## src/rtl/debouncer_multi.sv

```systemverilog
// Multi-channel push-button debouncer: per-channel synchroniser, stability-window
// filter, registered press/release pulses and an optional hold-to-auto-repeat FSM.
module debouncer_multi #(
    parameter int NUM_CH       = 5,
    parameter int NUM_TICKS    = 12500,
    parameter int ACTIVE_LOW   = 0,
    parameter int REPEAT_EN    = 1,
    parameter int HOLD_TICKS   = 6250000,
    parameter int REPEAT_TICKS = 1250000
) (
    input  logic              Clock,
    input  logic              Reset,
    input  logic [NUM_CH-1:0] btn_in,
    output logic [NUM_CH-1:0] btn_level,
    output logic [NUM_CH-1:0] btn_press,
    output logic [NUM_CH-1:0] btn_release,
    output logic [NUM_CH-1:0] btn_repeat
);

    localparam int FILT_W  = $clog2(NUM_TICKS + 1);
    localparam int RPT_MAX = (HOLD_TICKS > REPEAT_TICKS) ? HOLD_TICKS : REPEAT_TICKS;
    localparam int RPT_W   = $clog2(RPT_MAX + 1);

    localparam logic [FILT_W-1:0] FILT_TERM = FILT_W'(NUM_TICKS - 1);
    localparam logic [RPT_W-1:0]  HOLD_TERM = RPT_W'(HOLD_TICKS - 1);
    localparam logic [RPT_W-1:0]  REP_TERM  = RPT_W'(REPEAT_TICKS - 1);
    localparam logic              IDLE_RAW  = (ACTIVE_LOW != 0);

    typedef enum logic [1:0] {
        ST_IDLE   = 2'd0,
        ST_HOLD   = 2'd1,
        ST_REPEAT = 2'd2
    } rpt_state_t;

    genvar gi;
    generate
        for (gi = 0; gi < NUM_CH; gi++) begin : g_ch
            logic              s1_q;
            logic              s2_q;
            logic              sample;
            logic [FILT_W-1:0] filt_cnt_q;
            logic [FILT_W-1:0] filt_cnt_d;
            logic              level_q;
            logic              level_d;
            logic              press_q;
            logic              release_q;
            logic              rise;
            logic              fall;

            assign sample = s2_q ^ IDLE_RAW;

            // Any sample agreeing with the current level restarts the window.
            always_comb begin
                filt_cnt_d = filt_cnt_q;
                level_d    = level_q;
                if (sample == level_q) begin
                    filt_cnt_d = '0;
                end else if (filt_cnt_q == FILT_TERM) begin
                    level_d    = sample;
                    filt_cnt_d = '0;
                end else begin
                    filt_cnt_d = filt_cnt_q + 1'b1;
                end
            end

            assign rise = level_d & ~level_q;
            assign fall = ~level_d & level_q;

            always_ff @(posedge Clock) begin
                if (Reset) begin
                    s1_q       <= IDLE_RAW;
                    s2_q       <= IDLE_RAW;
                    filt_cnt_q <= '0;
                    level_q    <= 1'b0;
                    press_q    <= 1'b0;
                    release_q  <= 1'b0;
                end else begin
                    s1_q       <= btn_in[gi];
                    s2_q       <= s1_q;
                    filt_cnt_q <= filt_cnt_d;
                    level_q    <= level_d;
                    press_q    <= rise;
                    release_q  <= fall;
                end
            end

            assign btn_level[gi]   = level_q;
            assign btn_press[gi]   = press_q;
            assign btn_release[gi] = release_q;

            if (REPEAT_EN != 0) begin : g_rpt
                rpt_state_t       state_q;
                logic [RPT_W-1:0] rpt_cnt_q;
                logic             repeat_q;

                // A release on the same edge as a due repeat suppresses that repeat.
                always_ff @(posedge Clock) begin
                    if (Reset) begin
                        state_q   <= ST_IDLE;
                        rpt_cnt_q <= '0;
                        repeat_q  <= 1'b0;
                    end else begin
                        repeat_q <= 1'b0;
                        if (fall) begin
                            state_q   <= ST_IDLE;
                            rpt_cnt_q <= '0;
                        end else begin
                            case (state_q)
                                ST_IDLE: begin
                                    if (rise) begin
                                        state_q   <= ST_HOLD;
                                        rpt_cnt_q <= '0;
                                    end
                                end
                                ST_HOLD: begin
                                    if (rpt_cnt_q == HOLD_TERM) begin
                                        repeat_q  <= 1'b1;
                                        state_q   <= ST_REPEAT;
                                        rpt_cnt_q <= '0;
                                    end else begin
                                        rpt_cnt_q <= rpt_cnt_q + 1'b1;
                                    end
                                end
                                ST_REPEAT: begin
                                    if (rpt_cnt_q == REP_TERM) begin
                                        repeat_q  <= 1'b1;
                                        rpt_cnt_q <= '0;
                                    end else begin
                                        rpt_cnt_q <= rpt_cnt_q + 1'b1;
                                    end
                                end
                                default: begin
                                    state_q   <= ST_IDLE;
                                    rpt_cnt_q <= '0;
                                end
                            endcase
                        end
                    end
                end

                assign btn_repeat[gi] = repeat_q;
            end else begin : g_no_rpt
                assign btn_repeat[gi] = 1'b0;
            end
        end
    endgenerate

endmodule

```

## config.mk

```make
export PLATFORM = sky130hd
export DESIGN_NAME = debouncer_multi
export DESIGN_NICKNAME = d
export VERILOG_FILES = /design/src/rtl/debouncer_multi.sv
export SDC_FILE = /design/constraint.sdc
export NUM_CORES = 1
export LEC_CHECK = 0
export BUFFER_PORTS_ARGS = -buffer_cell sky130_fd_sc_hd__buf_4
export CAP_MARGIN = 20
export CORE_AREA = 2 2 179 181
export DETAILED_ROUTE_END_ITERATION = 7
export DIE_AREA = 0 0 181 183
export PLACE_DENSITY = 0.58
export SETUP_SLACK_MARGIN = 0.15
export SLEW_MARGIN = 10
export SYNTH_ARGS = -nofsm -noshare
export SYNTH_HDL_FRONTEND = slang
export SYNTH_SLANG_ARGS = --single-unit
```

## constraint.sdc

```tcl
create_clock -name Clock -period 3.6 [get_ports Clock]
set_clock_uncertainty 0.2 [all_clocks]
set_input_delay 0.54 -clock Clock [delete_from_list [all_inputs] [get_ports Clock]]
set_output_delay 0.54 -clock Clock [all_outputs]
set_load 0.02 [all_outputs]
```

==> results.md <==
* Via-per-instance ratio at 4.92
* P_int at 4170 µW
* Synth top cells by count: dfxtp_1, nor2_1, xnor2_1
* Dominant synthesized flop cell: dfxtp_1
* Worst-path clk slew at 0.06 ns
* Clk root buf: clkbuf_16
* Grt ovf at 0
* Post-synthesis cell area at 10800 µm²
* Design Area, Final at 12100 µm²
* Final WL at 20.8 mm
* Hold Violations, Final at 0
* Worst VDD drop at 0.000296 V
* NetSw at 1220 µW
* First-pass DRT Iterations at 4
* Residual DRC count at 0
* TNS Setup at 0 ns
* Top cell type's share of synthesized area at 41.8%
* Fmax at 362 MHz
* IO Pins at 27
* Global-route wire length before repair at 36.6 mm
* WL/cell at 12.5 µm
* Total CTS buffers at 25
* Leak at 0.00396 µW
* Crit path capture type: register
* Crit start category: register
* CP max FO at 19
* Top cells by area, synth: dfxtp_1, xnor2_1, nor2_1
* Share of cells above drive strength 1 at 7.98%
* Status: completed
* Comb pwr share at 5.2%
* Initial antenna violation count at 0
* Relative slew margins at 48.7%
* Final Wtd Congestion at 0.794
* Clk pwr share at 47.8%
* R2R cell count at 6
* Ant. Diodes at 0
* Post-CTS Repair Setup Buffers at 0
* Kind of critical path: register to register
* Post-CTS Resized at 0
* Core ar. at 31200 µm²
* Nets@finish at 1285
* Post-synthesis cell type count at 60
* Clk sink count at 225
* Core Rows at 65
* Max H-tree Level at 1
* Hold buffers post-CTS at 0
* DRC marker count from the first detailed-route iteration at 545
* Post-synth EDFFs at 0
* Syn Area/Cell at 8.68 µm²
* Hold Crit Class: input pin to register
* Worst skew pair latency at 0.51 ns
* Endpoints failing setup at 0
* Ys async rst share at 0%
* Cells after Synth at 1241
* Worst path arrival time at 2.94 ns
* Tmin final at 2.77 ns
* RSZ-0062 raised after global routing: false
* Longest Clk Path Bufs at 3
* Buffers on Ports at 26
* Max-capacitance violation count at 0
* Seq pwr share at 47.0%
* Sw Ratio at 22.6%
* Final WS setup at 0.835 ns
* Seq cells post-synth at 225
* Die X at 181 µm
* Worst Path Required at 3.77 ns
* Routed vias at 8205
* Antenna Nets Post-Route at 0
* Pins over their slew limit at 0
* Die height at 183 µm
* Hold slack at 0.0454 ns
* Most area-hungry cell type in the Yosys netlist: dfxtp_1
* Synth warn at 0
* Critical Path End: g_ch[1].g_rpt.rpt_cnt_q[11]$_SDFFE_PP0P_
* Dpl cell area at 11200 µm²
* Sequential fraction of the synthesis area at 41.8%
* Pre-CTS setup slack at 0.689 ns
* GRT Total Usage at 12.6%
* R2R Setup Slk at 0.83 ns
* CTS tree: yes
* Initial Util at 34.5%
* Vias in the first global route at 7766
* Final period util at 76.8%
* Reg2reg start: g_ch[1].g_rpt.rpt_cnt_q[4]$_SDFFE_PP0P_
* Worst Tran Pin Value at 0.770 ns
* Reg-to-reg critical path endpoint: g_ch[1].g_rpt.rpt_cnt_q[11]$_SDFFE_PP0P_
* Core Util, Final at 38.7%
* Synthesis-to-finish area growth at 12.2%
* Cell area power density at 446 nW/µm²
* Most frequent cell after synthesis: dfxtp_1
* Die ar. at 33100 µm²
* Crit path launch: g_ch[1].g_rpt.rpt_cnt_q[4]$_SDFFE_PP0P_
* Largest net degree at the start of global routing at 38
* Final HPWL DP at 14.0 mm
* Post-Syn Nets at 1278
[cell usage in the layout (no fill, tap or decap), types with 15 or more instances in the layout]
cell type	count
dfxtp_1	225
nor2_1	202
xnor2_1	93
nand2_1	81
nand3_1	62
xor2_1	60
nand4_1	50
nor3_1	49
inv_1	37
buf_4	35
nor4_1	32
ha_1	30
a21oi_1	27
and3_1	27
clkbuf_16	25
o21ai_0	21
or3_1	18
nor2b_1	17
nor4b_1	15
[logic make-up (layout without fill, tap and decap cells)]
| kind of cell | after synthesis | count (layout) | share of synthesized area (%) |
|---|---|---|---|
| AOI/OAI and AO/OA | 86 | 86 | 5.24 |
| xor gates and xnor gates | 153 | 153 | 12.4 |
| adders and majority gates | 30 | 30 | 3.49 |
| buffers and inverters | 92 | 117 | 4.14 |
| DFF | 225 | 225 | 41.8 |
| muxes | 13 | 13 | 1.21 |
| and+or+nand+nor | 642 | 642 | 31.6 |
[worst min-delay path by stage]
stage                                                start                          endpoint  slack, ns  cells after the start
after CTS                                        btn_in[3]           g_ch[3].s1_q$_SDFF_PP0_       0.02                      2
after global placement             g_ch[1].s1_q$_SDFF_PP0_           g_ch[1].s2_q$_SDFF_PP0_       0.22                      1
after global routing                             btn_in[3]           g_ch[3].s1_q$_SDFF_PP0_       0.03                      2
after floorplan           g_ch[0].filt_cnt_q[0]$_SDFF_PP0_  g_ch[0].filt_cnt_q[0]$_SDFF_PP0_       0.21                      1
after detailed placement           g_ch[2].s1_q$_SDFF_PP0_           g_ch[2].s2_q$_SDFF_PP0_       0.23                      1
final                                            btn_in[1]           g_ch[1].s1_q$_SDFF_PP0_       0.05                      2
[layout make-up]
type	count	area, µm²
flip-flops and latches	225	4500
clock inverters	14	153
well taps	402	503
clock buffers	31	688
repair buffers	35	263
multi-input cells	924	5830
fillers	3207	19100
inverters	37	139
[power by group through the flow]
stage	clock network [µW]	logic [µW]	registers, µW
after floorplan	0	222	2580
after global placement	0	278	2590
final	2580	278	2530
after global routing	2770	315	2540
after detailed placement	0	282	2590
after CTS	2680	284	2530
[stage by stage]
step	instances	power, µW
2_1_floorplan	1241	2810
3_3_place_gp	1623	2870
3_5_place_dp	1623	2870
4_1_cts	1668	5490
5_1_grt	1668	5620
6_report	1668	5390
[state kept, by name (all words and copies together) (netlist names)]
| name | flops |
|---|---|
| g_ch.level_q | 5 |
| g_ch.g_rpt.rpt_cnt_q | 115 |
| g_ch.g_rpt.repeat_q | 5 |
| g_ch.press_q | 5 |
| g_ch.s2_q | 5 |
| g_ch.release_q | 5 |
| g_ch.s1_q | 5 |
| g_ch.filt_cnt_q | 70 |
| g_ch.g_rpt.state_q | 10 |
[worst max-delay path, cell delays in order, from the launching register on]
cell and delay [ns]:
dfxtp_1 0.36, or4b_1 0.52, or3_4 0.43, o41ai_4 0.38, a21boi_2 0.16, o21ai_4 0.45
nor2_1 0.11
[layer usage]
layer,track usage [%],wire (µm),vias to the layer above
li1,-,-,4297
met5,0,0,-
met3,2.07,640,33
met4,3.06,430,0
met1,17.5,10600,3789
met2,20.6,9050,86
No activity file was read; power rests on OpenSTA's default activity.
